## src/rtl/mem_inc.sv

```systemverilog
// Shared memory-access types: access descriptor, arbiter state/owner and request payload.
package mem_inc;

    localparam int unsigned XLEN  = 32;
    localparam int unsigned CNT_W = 4;

    typedef logic [XLEN-1:0] arch_reg_t;

    typedef enum logic [1:0] {
        MEM_ACCESS_BYTE = 2'd0,
        MEM_ACCESS_HALF = 2'd1,
        MEM_ACCESS_WORD = 2'd2
    } mem_access_t;

    typedef enum logic {
        MEM_OP_READ  = 1'b0,
        MEM_OP_WRITE = 1'b1
    } mem_op_t;

    typedef struct packed {
        mem_access_t access_size;
        mem_op_t     op;
        logic        load_unsigned;
    } mem_params_t;

    typedef enum logic [1:0] {
        IDLE = 2'd0,
        BUSY = 2'd1,
        RESP = 2'd2
    } arb_state_t;

    typedef enum logic {
        OWNER_FETCH = 1'b0,
        OWNER_DATA  = 1'b1
    } arb_owner_t;

    // Registered request held for the duration of one memory transaction
    typedef struct packed {
        arch_reg_t   addr;
        arch_reg_t   wdata;
        mem_params_t params;
        arb_owner_t  owner;
    } arb_req_t;

    localparam mem_params_t FETCH_PARAMS = '{
        access_size:   MEM_ACCESS_WORD,
        op:            MEM_OP_READ,
        load_unsigned: 1'b1
    };

    // Descriptor presented to memory whenever no transaction is in flight
    localparam mem_params_t IDLE_PARAMS = '{
        access_size:   MEM_ACCESS_WORD,
        op:            MEM_OP_READ,
        load_unsigned: 1'b0
    };

    function automatic logic is_store(input mem_params_t p);
        return p.op == MEM_OP_WRITE;
    endfunction

endpackage

```

## src/rtl/mem_arbiter_if.sv

```systemverilog
// Requester and shared-memory signal bundle for mem_arbiter.
interface mem_arbiter_if;
    import mem_inc::*;

    // Fetch requester
    logic        if_req_valid;
    arch_reg_t   if_addr;
    logic        if_req_ready;
    logic        if_rsp_valid;
    arch_reg_t   if_rsp_data;

    // Data requester
    logic        d_req_valid;
    arch_reg_t   d_addr;
    arch_reg_t   d_wdata;
    mem_params_t d_params;
    logic        d_req_ready;
    logic        d_rsp_valid;
    arch_reg_t   d_rsp_data;

    // Shared memory
    arch_reg_t   mem_address;
    arch_reg_t   mem_data_in;
    mem_params_t mem_params;
    arch_reg_t   mem_data_out;

    modport slave (
        input  if_req_valid, if_addr,
        output if_req_ready, if_rsp_valid, if_rsp_data,
        input  d_req_valid, d_addr, d_wdata, d_params,
        output d_req_ready, d_rsp_valid, d_rsp_data,
        output mem_address, mem_data_in, mem_params,
        input  mem_data_out
    );

    modport master (
        output if_req_valid, if_addr,
        input  if_req_ready, if_rsp_valid, if_rsp_data,
        output d_req_valid, d_addr, d_wdata, d_params,
        input  d_req_ready, d_rsp_valid, d_rsp_data,
        input  mem_address, mem_data_in, mem_params,
        output mem_data_out
    );

endinterface

```

## src/rtl/mem_arb_priority.sv

```systemverilog
// Owner select: data wins a tie unless fetch has waited STARVE_LIMIT data grants.
module mem_arb_priority
    import mem_inc::*;
#(
    parameter int unsigned STARVE_LIMIT = 4
) (
    input  logic             if_valid,
    input  logic             d_valid,
    input  logic [CNT_W-1:0] starve_cnt,
    output arb_owner_t       owner
);

    always_comb begin
        owner = OWNER_DATA;
        if (if_valid && (!d_valid || starve_cnt == CNT_W'(STARVE_LIMIT))) begin
            owner = OWNER_FETCH;
        end
    end

endmodule

```

## src/rtl/mem_arbiter.sv

```systemverilog
// Two-requester (fetch/data) arbiter in front of a single shared memory,
// one transaction outstanding, fixed MEM_LATENCY read/write timing.
module mem_arbiter
    import mem_inc::*;
#(
    parameter int unsigned MEM_LATENCY  = 1,
    parameter int unsigned STARVE_LIMIT = 4
) (
    input  logic          clock,
    input  logic          reset,
    mem_arbiter_if.slave  bus
);

    arb_state_t       state_q, state_d;
    logic [CNT_W-1:0] lat_q, lat_d;
    logic [CNT_W-1:0] starve_q, starve_d;
    arb_req_t         req_q, req_d;
    arch_reg_t        if_rsp_q, if_rsp_d;
    arch_reg_t        d_rsp_q, d_rsp_d;

    arb_owner_t       owner_sel;
    logic             grant_f;
    logic             grant_d;
    logic             any_valid;
    arch_reg_t        rdata;

    assign any_valid = bus.if_req_valid | bus.d_req_valid;

    mem_arb_priority #(
        .STARVE_LIMIT (STARVE_LIMIT)
    ) u_priority (
        .if_valid   (bus.if_req_valid),
        .d_valid    (bus.d_req_valid),
        .starve_cnt (starve_q),
        .owner      (owner_sel)
    );

    // Stores complete with a zero response word
    assign rdata = is_store(req_q.params) ? '0 : bus.mem_data_out;

    // Next-state, grant and response-capture logic
    always_comb begin
        state_d  = state_q;
        lat_d    = lat_q;
        starve_d = starve_q;
        req_d    = req_q;
        if_rsp_d = if_rsp_q;
        d_rsp_d  = d_rsp_q;
        grant_f  = 1'b0;
        grant_d  = 1'b0;

        case (state_q)
            IDLE: begin
                if (any_valid) begin
                    state_d = BUSY;
                    lat_d   = CNT_W'(MEM_LATENCY - 1);
                    if (owner_sel == OWNER_FETCH) begin
                        grant_f  = 1'b1;
                        starve_d = '0;
                        req_d    = '{addr:   bus.if_addr,
                                     wdata:  '0,
                                     params: FETCH_PARAMS,
                                     owner:  OWNER_FETCH};
                    end else begin
                        grant_d = 1'b1;
                        req_d   = '{addr:   bus.d_addr,
                                    wdata:  bus.d_wdata,
                                    params: bus.d_params,
                                    owner:  OWNER_DATA};
                        if (bus.if_req_valid && starve_q != CNT_W'(STARVE_LIMIT)) begin
                            starve_d = starve_q + CNT_W'(1);
                        end
                    end
                end
            end

            BUSY: begin
                if (lat_q == '0) begin
                    state_d = RESP;
                    if (req_q.owner == OWNER_FETCH) begin
                        if_rsp_d = rdata;
                    end else begin
                        d_rsp_d = rdata;
                    end
                end else begin
                    lat_d = lat_q - CNT_W'(1);
                end
            end

            RESP: begin
                state_d = IDLE;
            end

            default: begin
                state_d = IDLE;
            end
        endcase
    end

    always_ff @(posedge clock or negedge reset) begin
        if (!reset) begin
            state_q  <= IDLE;
            lat_q    <= '0;
            starve_q <= '0;
            req_q    <= '0;
            if_rsp_q <= '0;
            d_rsp_q  <= '0;
        end else begin
            state_q  <= state_d;
            lat_q    <= lat_d;
            starve_q <= starve_d;
            req_q    <= req_d;
            if_rsp_q <= if_rsp_d;
            d_rsp_q  <= d_rsp_d;
        end
    end

    // Ready follows valid in IDLE; at most one of them is granted
    assign bus.if_req_ready = grant_f;
    assign bus.d_req_ready  = grant_d;

    // Memory sees the registered request only while BUSY, otherwise a harmless read of 0
    assign bus.mem_address = (state_q == BUSY) ? req_q.addr   : '0;
    assign bus.mem_data_in = (state_q == BUSY) ? req_q.wdata  : '0;
    assign bus.mem_params  = (state_q == BUSY) ? req_q.params : IDLE_PARAMS;

    assign bus.if_rsp_valid = (state_q == RESP) && (req_q.owner == OWNER_FETCH);
    assign bus.d_rsp_valid  = (state_q == RESP) && (req_q.owner == OWNER_DATA);
    assign bus.if_rsp_data  = if_rsp_q;
    assign bus.d_rsp_data   = d_rsp_q;

endmodule

```

## src/flat_wrapper.sv

```systemverilog
// flat-port wrapper written by rule: the top's interface ports become plain ports
module mem_arbiter_flat import mem_inc::*;
#(
    parameter int unsigned MEM_LATENCY  = 1,
    parameter int unsigned STARVE_LIMIT = 4
)
  (clock, reset, bus_if_req_valid, bus_if_addr, bus_if_req_ready, bus_if_rsp_valid, bus_if_rsp_data, bus_d_req_valid, bus_d_addr, bus_d_wdata, bus_d_params, bus_d_req_ready, bus_d_rsp_valid, bus_d_rsp_data, bus_mem_address, bus_mem_data_in, bus_mem_params, bus_mem_data_out);
  mem_arbiter_if bus_i ();
  input  logic clock;
  input  logic reset;
  input wire logic [$bits(bus_i.if_req_valid)-1:0] bus_if_req_valid;
  input wire logic [$bits(bus_i.if_addr)-1:0] bus_if_addr;
  output wire logic [$bits(bus_i.if_req_ready)-1:0] bus_if_req_ready;
  output wire logic [$bits(bus_i.if_rsp_valid)-1:0] bus_if_rsp_valid;
  output wire logic [$bits(bus_i.if_rsp_data)-1:0] bus_if_rsp_data;
  input wire logic [$bits(bus_i.d_req_valid)-1:0] bus_d_req_valid;
  input wire logic [$bits(bus_i.d_addr)-1:0] bus_d_addr;
  input wire logic [$bits(bus_i.d_wdata)-1:0] bus_d_wdata;
  input wire logic [$bits(bus_i.d_params)-1:0] bus_d_params;
  output wire logic [$bits(bus_i.d_req_ready)-1:0] bus_d_req_ready;
  output wire logic [$bits(bus_i.d_rsp_valid)-1:0] bus_d_rsp_valid;
  output wire logic [$bits(bus_i.d_rsp_data)-1:0] bus_d_rsp_data;
  output wire logic [$bits(bus_i.mem_address)-1:0] bus_mem_address;
  output wire logic [$bits(bus_i.mem_data_in)-1:0] bus_mem_data_in;
  output wire logic [$bits(bus_i.mem_params)-1:0] bus_mem_params;
  input wire logic [$bits(bus_i.mem_data_out)-1:0] bus_mem_data_out;
  assign bus_i.if_req_valid = bus_if_req_valid;
  assign bus_i.if_addr = bus_if_addr;
  assign bus_if_req_ready = bus_i.if_req_ready;
  assign bus_if_rsp_valid = bus_i.if_rsp_valid;
  assign bus_if_rsp_data = bus_i.if_rsp_data;
  assign bus_i.d_req_valid = bus_d_req_valid;
  assign bus_i.d_addr = bus_d_addr;
  assign bus_i.d_wdata = bus_d_wdata;
  assign bus_i.d_params = bus_d_params;
  assign bus_d_req_ready = bus_i.d_req_ready;
  assign bus_d_rsp_valid = bus_i.d_rsp_valid;
  assign bus_d_rsp_data = bus_i.d_rsp_data;
  assign bus_mem_address = bus_i.mem_address;
  assign bus_mem_data_in = bus_i.mem_data_in;
  assign bus_mem_params = bus_i.mem_params;
  assign bus_i.mem_data_out = bus_mem_data_out;
  mem_arbiter #(.MEM_LATENCY(MEM_LATENCY), .STARVE_LIMIT(STARVE_LIMIT)) u_core (.clock(clock), .reset(reset), .bus(bus_i));
endmodule
```

## config.mk

```make
export PLATFORM = sky130hd
export DESIGN_NAME = mem_arbiter_flat
export DESIGN_NICKNAME = d
export VERILOG_FILES = /design/src/rtl/mem_inc.sv /design/src/rtl/mem_arbiter_if.sv /design/src/rtl/mem_arb_priority.sv /design/src/rtl/mem_arbiter.sv /design/src/flat_wrapper.sv
export SDC_FILE = /design/constraint.sdc
export NUM_CORES = 1
export LEC_CHECK = 0
export ABC_AREA = 1
export CORE_ASPECT_RATIO = 1.25
export CORE_MARGIN = 2
export CORE_UTILIZATION = 43
export CTS_CLUSTER_SIZE = 40
export DETAILED_ROUTE_END_ITERATION = 6
export GPL_ROUTABILITY_DRIVEN = 0
export HOLD_SLACK_MARGIN = 0.12
export MAX_ROUTING_LAYER = met4
export PLACE_DENSITY = 0.78
export SLEW_MARGIN = 10
export SYNTH_ARGS = -nofsm -noshare
export SYNTH_HDL_FRONTEND = slang
export SYNTH_HIERARCHICAL = 1
export SYNTH_SLANG_ARGS = --single-unit
```

## constraint.sdc

```tcl
create_clock -name clock -period 2.05 [get_ports clock]
set_clock_uncertainty 0.15 [all_clocks]
set_input_delay 0.205 -clock clock [delete_from_list [all_inputs] [get_ports clock]]
set_output_delay 0.205 -clock clock [all_outputs]
set_load 0.05 [all_outputs]
```

### After elaboration in Yosys (flattened, before gate mapping)

Index checks and enable logic that the tools add are counted.

* mux-type cells: 19
* multipliers: 0
* $lt $le $gt $ge: 0
* reductions and logical operators: 16
* bitwise operators: 2
* eq/ne operators: 7
* shift-type cells: 0
* add/sub/neg operators: 2
* div/mod/pow operators: 0

Operators with widths (number)
* $mux W32: 3
* $mux W69: 1
* $mux W4: 5
* $reduce_and A3 Y1: 4
* $pmux W4 S2: 1
* $mux W1: 6
* $add A4 B1 Y4 const B: 1
* $eq A4 B3 Y1 const B: 1
* $logic_and A1 B1 Y1: 4
* $logic_not A4 Y1: 1
* $mux W2: 2
* $ne A2 B1 Y1 const B: 2
* $ne A4 B3 Y1 const B: 1
* $pmux W2 S2: 1
* $reduce_and A2 Y1: 2
* $reduce_bool A2 Y1: 2
* $sub A4 B1 Y4 const B: 1
* $eq A2 B1 Y1 const B: 1
* $eq A2 B2 Y1 const B: 1
* $logic_not A2 Y1: 1
* $ne A2 B2 Y1 const B: 1
* $logic_not A1 Y1: 1
* $logic_or A1 B1 Y1: 1
* $not A1 Y1: 1
* $or A1 B1 Y1: 1

* RAM bits: 0
* logic and storage cells: 57
* output and inout port bits: 136
* bits in latches: 0
* memories kept: 0
* input bits: 136
* memory bits (read-only): 0
* register bits after elaboration: 143

### Logic depth before layout (Yosys ltp)

Gate-level depths: netlist (run 1).

* depth in word-level cells: 6
* depth in mapped cells: 11
* gate-level depth less buffers: 10

### By module

Netlist (run 1), hierarchy kept.

Modules (own cells, without submodules)
* mem_arbiter: seq. area each 3578.4 µm², instances 1, area an instance 6472.5 µm², cells each 750
* mem_arb_priority: seq. area each 0.0 µm², instances 1, area an instance 22.5 µm², cells each 6

### Worst setup path after synthesis (run 1)

OpenSTA, ideal clock, no wires.

* path kind: flip-flop to output port
* from: reg u_core.state_q[1]
* to: out bus_mem_data_in[14]
* data arrival time: 1637 ps
* data required time: 1695 ps
* cell stages (with the launch flop): 6
* path buffers: 2
* slack: 58 ps
* cell sequence: dfrtp_1 nor2_4 inv_2 buf_2 buf_2 nor2_1

* longest elaborated chain between the ends: 2

RTL lines
* start, declared: line mem_arbiter.sv:14 `arb_state_t state_q, state_d;`
* start signal, assigned: line mem_arbiter.sv:109 `state_q <= state_d;`
* $eq A2 B1 Y1: line mem_arbiter.sv:124 `assign bus.mem_data_in = (state_q == BUSY) ? req_q.wdata : '0;`
* $mux W32: line mem_arbiter.sv:124
* end, declared: line flat_wrapper.sv:24 `output wire logic [$bits(bus_i.mem_data_in)-1:0] bus_mem_data_in;`

No other way between the ends.

### Worst setup path in the final report (run 1)

* from: reg u_core.state_q[0]
* to: out bus_mem_params[1]

* longest elaborated chain between the ends: 2

RTL lines
* $eq A2 B1 Y1: line mem_arbiter.sv:125 `assign bus.mem_params = (state_q == BUSY) ? req_q.params : IDLE_PARAMS;`
* $mux W4: line mem_arbiter.sv:125
* end, declared: line flat_wrapper.sv:25 `output wire logic [$bits(bus_i.mem_params)-1:0] bus_mem_params;`

No other way between the ends.

==> results of run 1 <==
==> layout make-up <==
class,count,area share (%)
timing repair inverter,1,0.0874
inverter,83,3.28
sequential,143,35.7
clock buffer,18,4.38
multi-input combinational,492,23.5
tap,182,2.27
timing repair buffer,299,29.5
clock inverter,14,1.21
==> cells by family after synthesis <==
family          count (synthesis)
compound gates                106
buf+inv                       121
xor+xnor                        2
flops                         143
simple gates                  380
fa+ha+maj                       4
==> layer usage <==
| layer | wire, um | part of all wire (%) | global-route usage, % | up-vias |
|---|---|---|---|---|
| li1 | - | - | - | 2905 |
| met1 | 7840 | 43 | 29.1 | 2788 |
| met2 | 9150 | 50 | 38.9 | 258 |
| met3 | 1170 | 6.4 | 5.21 | 18 |
| met4 | 267 | 1.4 | 6.93 | 0 |
| met5 | 0 | 0 | - | - |
==> how the worst max path moves through the flow <==
stage | endpoint | depth (start not counted)
3_5_place_dp | bus_if_req_ready | 6
2_1_floorplan | bus_mem_data_in[14] | 5
3_3_place_gp | bus_if_req_ready | 6
6_report | bus_mem_params[1] | 6
4_1_cts | bus_d_req_ready | 9
5_1_grt | bus_if_req_ready | 8
==> registers in the layout, summed over array words and instances (netlist names) <==
name,count
u_core/req_q,69
u_core/bus.d_rsp_data,32
u_core/bus.if_rsp_data,32
u_core/lat_q,4
u_core/starve_q,4
u_core/state_q,2
==> worst min-delay path: cells and delay by family <==
| family | cells | cell delay (ps) |
|---|---|---|
| buffers and inverters | 1 | 390 |
| AND/OR/NAND/NOR | 2 | 110 |
==> per-stage QoR <==
step	total power, mW	utilization, %
2_1_floorplan	11.8	-
3_3_place_gp	15.0	62.5
3_5_place_dp	15.2	62.5
4_1_cts	18.4	67.1
5_1_grt	19.3	67.3
6_report	18.3	67.3
==> power by group through the flow <==
stage          clock network [mW]  registers (mW)  logic, mW
3_3_place_gp                    0            4.70       10.3
2_1_floorplan                   0            6.56       5.23
6_report                     2.91            4.70       10.6
5_1_grt                      3.12            4.83       11.4
4_1_cts                      2.99            4.69       10.7
3_5_place_dp                    0            4.73       10.4
==> cells in the mapped netlist <==
library cell / number / area, um^2
a21oi_1: 2 / 10.0
buf_1: 4 / 15.0
buf_2: 12 / 60.1
buf_6: 14 / 158
clkbuf_1: 8 / 30.0
clkinv_1: 1 / 3.75
dfrtp_1: 143 / 3580
ha_1: 4 / 50.1
inv_1: 77 / 289
inv_2: 5 / 18.8
nand2_1: 245 / 920
nand2_2: 3 / 18.8
nand2_4: 2 / 22.5
nand3_1: 43 / 215
nand4_1: 2 / 12.5
nor2_1: 79 / 297
nor2_2: 1 / 6.26
nor2_4: 1 / 11.3
nor2_8: 2 / 40.0
nor3_1: 2 / 10.0
o21ai_0: 39 / 195
o21ai_1: 14 / 70.1
o21ai_2: 51 / 447
xor2_1: 2 / 17.5
==> what timing repair did <==
| item | CTS | global route |
|---|---|---|
| gates resized for setup | 12 | 9 |
| gates cloned | 1 | 1 |
| hold buffers | 2 | 0 |
| pin swaps | 3 | 2 |
| endpoints found under the setup margin | 49 | 29 |
| hold endpoints to repair | 143 | 0 |
| buffers inserted | 4 | 1 |
==> metrics, run 1 <==
FF/Latch Area=approximately 0.0036 mm^2; Placed Cells=~1200; area delta synth->final=54.3%; I/O Buffers=between 200 and 300; Final TNS setup=0 ps; HP Class=input pin to flop; CTS Buf Count=17; status=completed; flop2flop setup slack=roughly 180 ps; Syn Inst Count=roughly 760; pre-CTS setup slack=-14.6 ps; post-route worst setup slack=between 60 and 70 ps; CTS tree=built; CP bufs+invs=4; FF-to-FF path depth=8; initial cell density of the core=approximately 44%; worst hold path endpoint=u_core/req_q[49]; kind of critical path=flop to primary output; Final Slew Violations=0; Setup crit start=u_core/state_q[0]; share of layout cells above drive strength 1=between 10% and 20%; critical path arrival=1630 ps; fin area=0.0100 mm^2; Die X=~110 um; first-pass GRT wire length=29.2 mm; FF-to-FF End=u_core/bus.if_rsp_data[25]; WL per Instance=about 15 um; multi-input combinational cell area=0.00236 mm^2; clock tree buffer depth=2; IO Pins=around 270; post-synthesis sequential area ratio=a little under three fifths; Ys Warns=6; Tcrit/Tclk final=between 90% and 100%; Synth Area per Inst=about 8.6 um^2; Clk Latency, worst-skew pair=410 ps; synthesized area=approximately 0.0065 mm^2; Post-DP Area=roughly 0.0093 mm^2; Die ar.=between 0.015 and 0.02 mm^2; MaxCap Viol Count=0; Slowest Stage Delay on Critical Path=just under 400 ps; hold slack=roughly 200 ps; Synth Area in Simple Gates=about a quarter; Final min period=1980 ps; final hold violation count=0; f_max=a little over 500 MHz; fillers=between 1000 and 1500; largest fanout on the critical path=39; Seq cells post-synth=143; vias per inst=4.84; antenna violations before repair=0; Adder-Cell Fraction of Synth Area=less than 1%; core area=roughly 0.015 mm^2; Crit path top cell by count=inv_2; slowest CP cell=dfrtp_1; Sequential Power Share=approximately a quarter; total gr overflow=0; Clock Tree Root=clkbuf_16; Setup crit end kind=primary output; commonest cells after routing, fill and taps aside=nand2_1 (244), clkdlybuf4s50_1 (198), dfrtp_1 (143); worst r2r src=u_core/lat_q[0]; post-synth cell types=24; worst-margin pin slew=between 500 and 600 ps; Residual DRC=0; vias in the first global route=between 5000 and 6000; antenna fix cells=0; total track usage=between 20% and 30%; final wirelength=18.4 mm; CTS H-tree depth=4; peak supply drop=between 0.8 and 0.9 mV; CP top delay family=buffers and inverters; clock network power share=around 16%; xor-xnor portion of the synthesized cell area=less than 1%; crit path cell chain=inv_2, nor2_4, inv_2, buf_12, nor2_1, buf_4; initial drt markers=between 400 and 500; fin cells=roughly 1200; Hold Path Origin=bus_d_addr[12]; critical path startpoint category=flop; Final setup viols=0; # nets final=approximately 1200; Worst-path clk slew=70 ps; Syn Nets=between 800 and 900; Die Ht=approximately 140 um; largest family of logic cells by synthesized area=simple AND/OR/NAND/NOR gates; CTS Sinks=between 100 and 150; Relative slew margins=between 60% and 70%; Hold Path Stages=3; Gate power share=58.3%; Final ANT Viol Nets=0; PwrDens=around 1800 mW/mm^2; Via Count=a little under 6000; largest net degree at the start of global routing=between 60 and 70; Switch Pwr=~9.1 mW; CP required=approximately 1700 ps; Compound-Gate Fraction of Synth Area=between 10% and 20%; mux share of post-synthesis cell area=0%; DRT Pass-1 Iters=5; P_int=around 9.1 mW; Sw Ratio=49.9%; row cnt=50; most common cell after layout, fill and taps aside=nand2_1; leakage=4.87 nW; dpl hpwl=approximately 13 mm
Note: power is estimated with default switching activity, not from simulation.
==> run 2: changes to the inputs <==
MAX_ROUTING_LAYER = default   (was met4)
REMOVE_ABC_BUFFERS = 1   (was default)
SLEW_MARGIN = 20   (was 10)
==> run 2 against run 1 <==
Non-clock buffer count increased by 4. Sequential power about the same. Sequential share of layout area is 0.70 points lower. Core utilization is 1.4 points higher. Critical path type unchanged.
==> metrics, run 2 (synthesized netlist as in run 1, its figures left out) <==
status=completed; fin area=0.0102 mm^2 (+2.1%); antenna fix cells=0 (unchanged); hold slack=201 ps (+1.43 ps); share of layout cells above drive strength 1=20.0% (+0.80 points); Final ANT Viol Nets=0 (unchanged); Die ar.=0.0161 mm^2 (unchanged); Via Count=6014 (+0.75%); CTS H-tree depth=4 (unchanged); f_max=496 MHz (-1.8%); post-layout util=68.7% (+1.4 points); Residual DRC=0 (unchanged); Tcrit/Tclk final=98.4% (+1.8 points); final hold violation count=0 (unchanged); clock tree buffer depth=2 (unchanged); Placed Cells=1187 (-0.42%); largest net degree at the start of global routing=74 (+14%); Relative slew margins=48.7% (-14 points); dpl hpwl=13.0 mm (+3.1%); Largest Register=u_core/req_q; final wirelength=19.0 mm (+3.0%); IO Pins=272 (unchanged); CTS Sinks=143 (unchanged); largest fanout on the critical path=47 (+21%); row cnt=50 (unchanged); most common cell after layout, fill and taps aside=nand2_1; Clock Tree Root=clkbuf_16; crit path cell chain=nor2_4, inv_2, buf_12, nor2_1, buf_6; Final Slew Violations=0 (unchanged); peak supply drop=1.00 mV (+17%); slowest CP cell=dfrtp_2; Die X=114 um (unchanged); CP required=1690 ps (about the same); kind of critical path=flop to primary output; Final min period=2020 ps (+36.3 ps); vias in the first global route=6065 (+2.0%); leakage=4.93 nW (+1.4%); first-pass GRT wire length=29.7 mm (+1.8%); initial drt markers=337 (-21%); HP Class=input pin to flop; WL per Instance=15.4 um (+2.8%); Final setup viols=0 (unchanged); fin cells=1235 (+0.24%); CP bufs+invs=3 (-1); Clk Latency, worst-skew pair=410 ps (about the same); MaxCap Viol Count=0 (unchanged); CP top delay family=buffers and inverters; core area=0.0149 mm^2 (unchanged); Worst-path clk slew=70 ps (about the same); total gr overflow=0 (unchanged); critical path arrival=1660 ps (+30 ps); RSZ-0062 raised after global routing=yes; Die Ht=141 um (unchanged); CTS Buf Count=17 (unchanged); max reg flops=69 (unchanged); Slowest Stage Delay on Critical Path=450 ps (+60 ps); DRT Pass-1 Iters=4 (-1); antenna violations before repair=0 (unchanged); # nets final=1180 (+0.25%); Post-DP Area=0.00927 mm^2 (-0.30%); commonest cells after routing, fill and taps aside=nand2_1 (243), clkdlybuf4s50_1 (197), dfrtp_1 (141); vias per inst=4.87 (+0.51%); worst-margin pin slew=767 ps (+215 ps); Setup crit end kind=primary output; initial cell density of the core=43.6% (unchanged); I/O Buffers=271 (unchanged); PwrDens=1840 mW/mm^2 (+1.2%); critical path startpoint category=flop; CTS tree=built; area delta synth->final=57.5%; total track usage=23.3% (-0.29 points)
[run 2: worst paths after layout]
check                                               start                          to  slack (ps)  cells past startpoint
min in group asynchronous                           reset             u_core/lat_q[3]         220                      3
worst max-delay path                    u_core/state_q[1]         bus_mem_data_in[17]          30                      5
worst max register to register            u_core/lat_q[0]    u_core/bus.d_rsp_data[9]         290                      8
worst min register to register  u_core/bus.if_rsp_data[1]   u_core/bus.if_rsp_data[1]         330                      2
max in group asynchronous                           reset  u_core/bus.if_rsp_data[21]         390                      3
worst min-delay path                      bus_d_wdata[25]            u_core/req_q[30]         200                      3
[run 2: worst register-to-register path: stages (launching register included)]
cell,delay [ps]
dfrtp_1,380
inv_1,130
ha_1,170
nand2_1,150
nor2_8,180
nand2_4,60
buf_12,210
nand2_1,150
o21ai_2,50
[run 2: what timing repair did]
| action | 4_1_cts | 5_1_grt |
|---|---|---|
| endpoints found under the hold margin | 143 | 0 |
| hold buffers | 2 | 0 |
| buffers inserted | 4 | 8 |
| gates cloned | 1 | 1 |
| resized for setup | 9 | 43 |
| pin swaps | 1 | 3 |
| setup endpoints to repair | 6 | 51 |
[run 2: layer usage]
layer	track usage [%]	up-vias	share of wire [%]
met3	7.82	24	9.4
met1	27.4	2813	39
met4	7.45	0	1.7
met5	0	-	0
met2	40.1	271	50
li1	-	2906	-
[run 2: metrics by stage]
| stage | setup WS [ps] | total power, mW | setup TNS [ps] |
|---|---|---|---|
| 4_1_cts | -5.43 | 18.6 | -9.79 |
| 3_3_place_gp | 193 | 15.0 | 0 |
| 5_1_grt | -46.9 | 19.9 | -638 |
| 6_report | 32.7 | 18.9 | 0 |
| 2_1_floorplan | -81.3 | 11.5 | -3320 |
| 3_5_place_dp | 134 | 15.2 | 0 |
[run 2: area by class of cell]
cell class              count  area [um^2]
flip-flops and latches    143         3580
well taps                 182          228
clock inverters            13          175
fillers                  1164         4660
inverters                  83          324
repair buffers            303         3100
clock buffers              19          443
multi-input cells         492         2380
[run 2: where the power goes]
part / switching [mW] / leakage [nW] / internal, mW / total [mW]
combinational: 7.30 / 2.84 / 3.64 / 10.9
clock: 1.24 / 0.301 / 1.98 / 3.22
sequential: 0.614 / 1.80 / 4.09 / 4.70
total: 9.15 / 4.93 / 9.71 / 18.9
==> run 3: changes to the inputs <==
GPL_ROUTABILITY_DRIVEN = default   (was 0)
==> results of run 3 <==
Same layout as run 2: the final DEF is identical, and so are final timing and power.
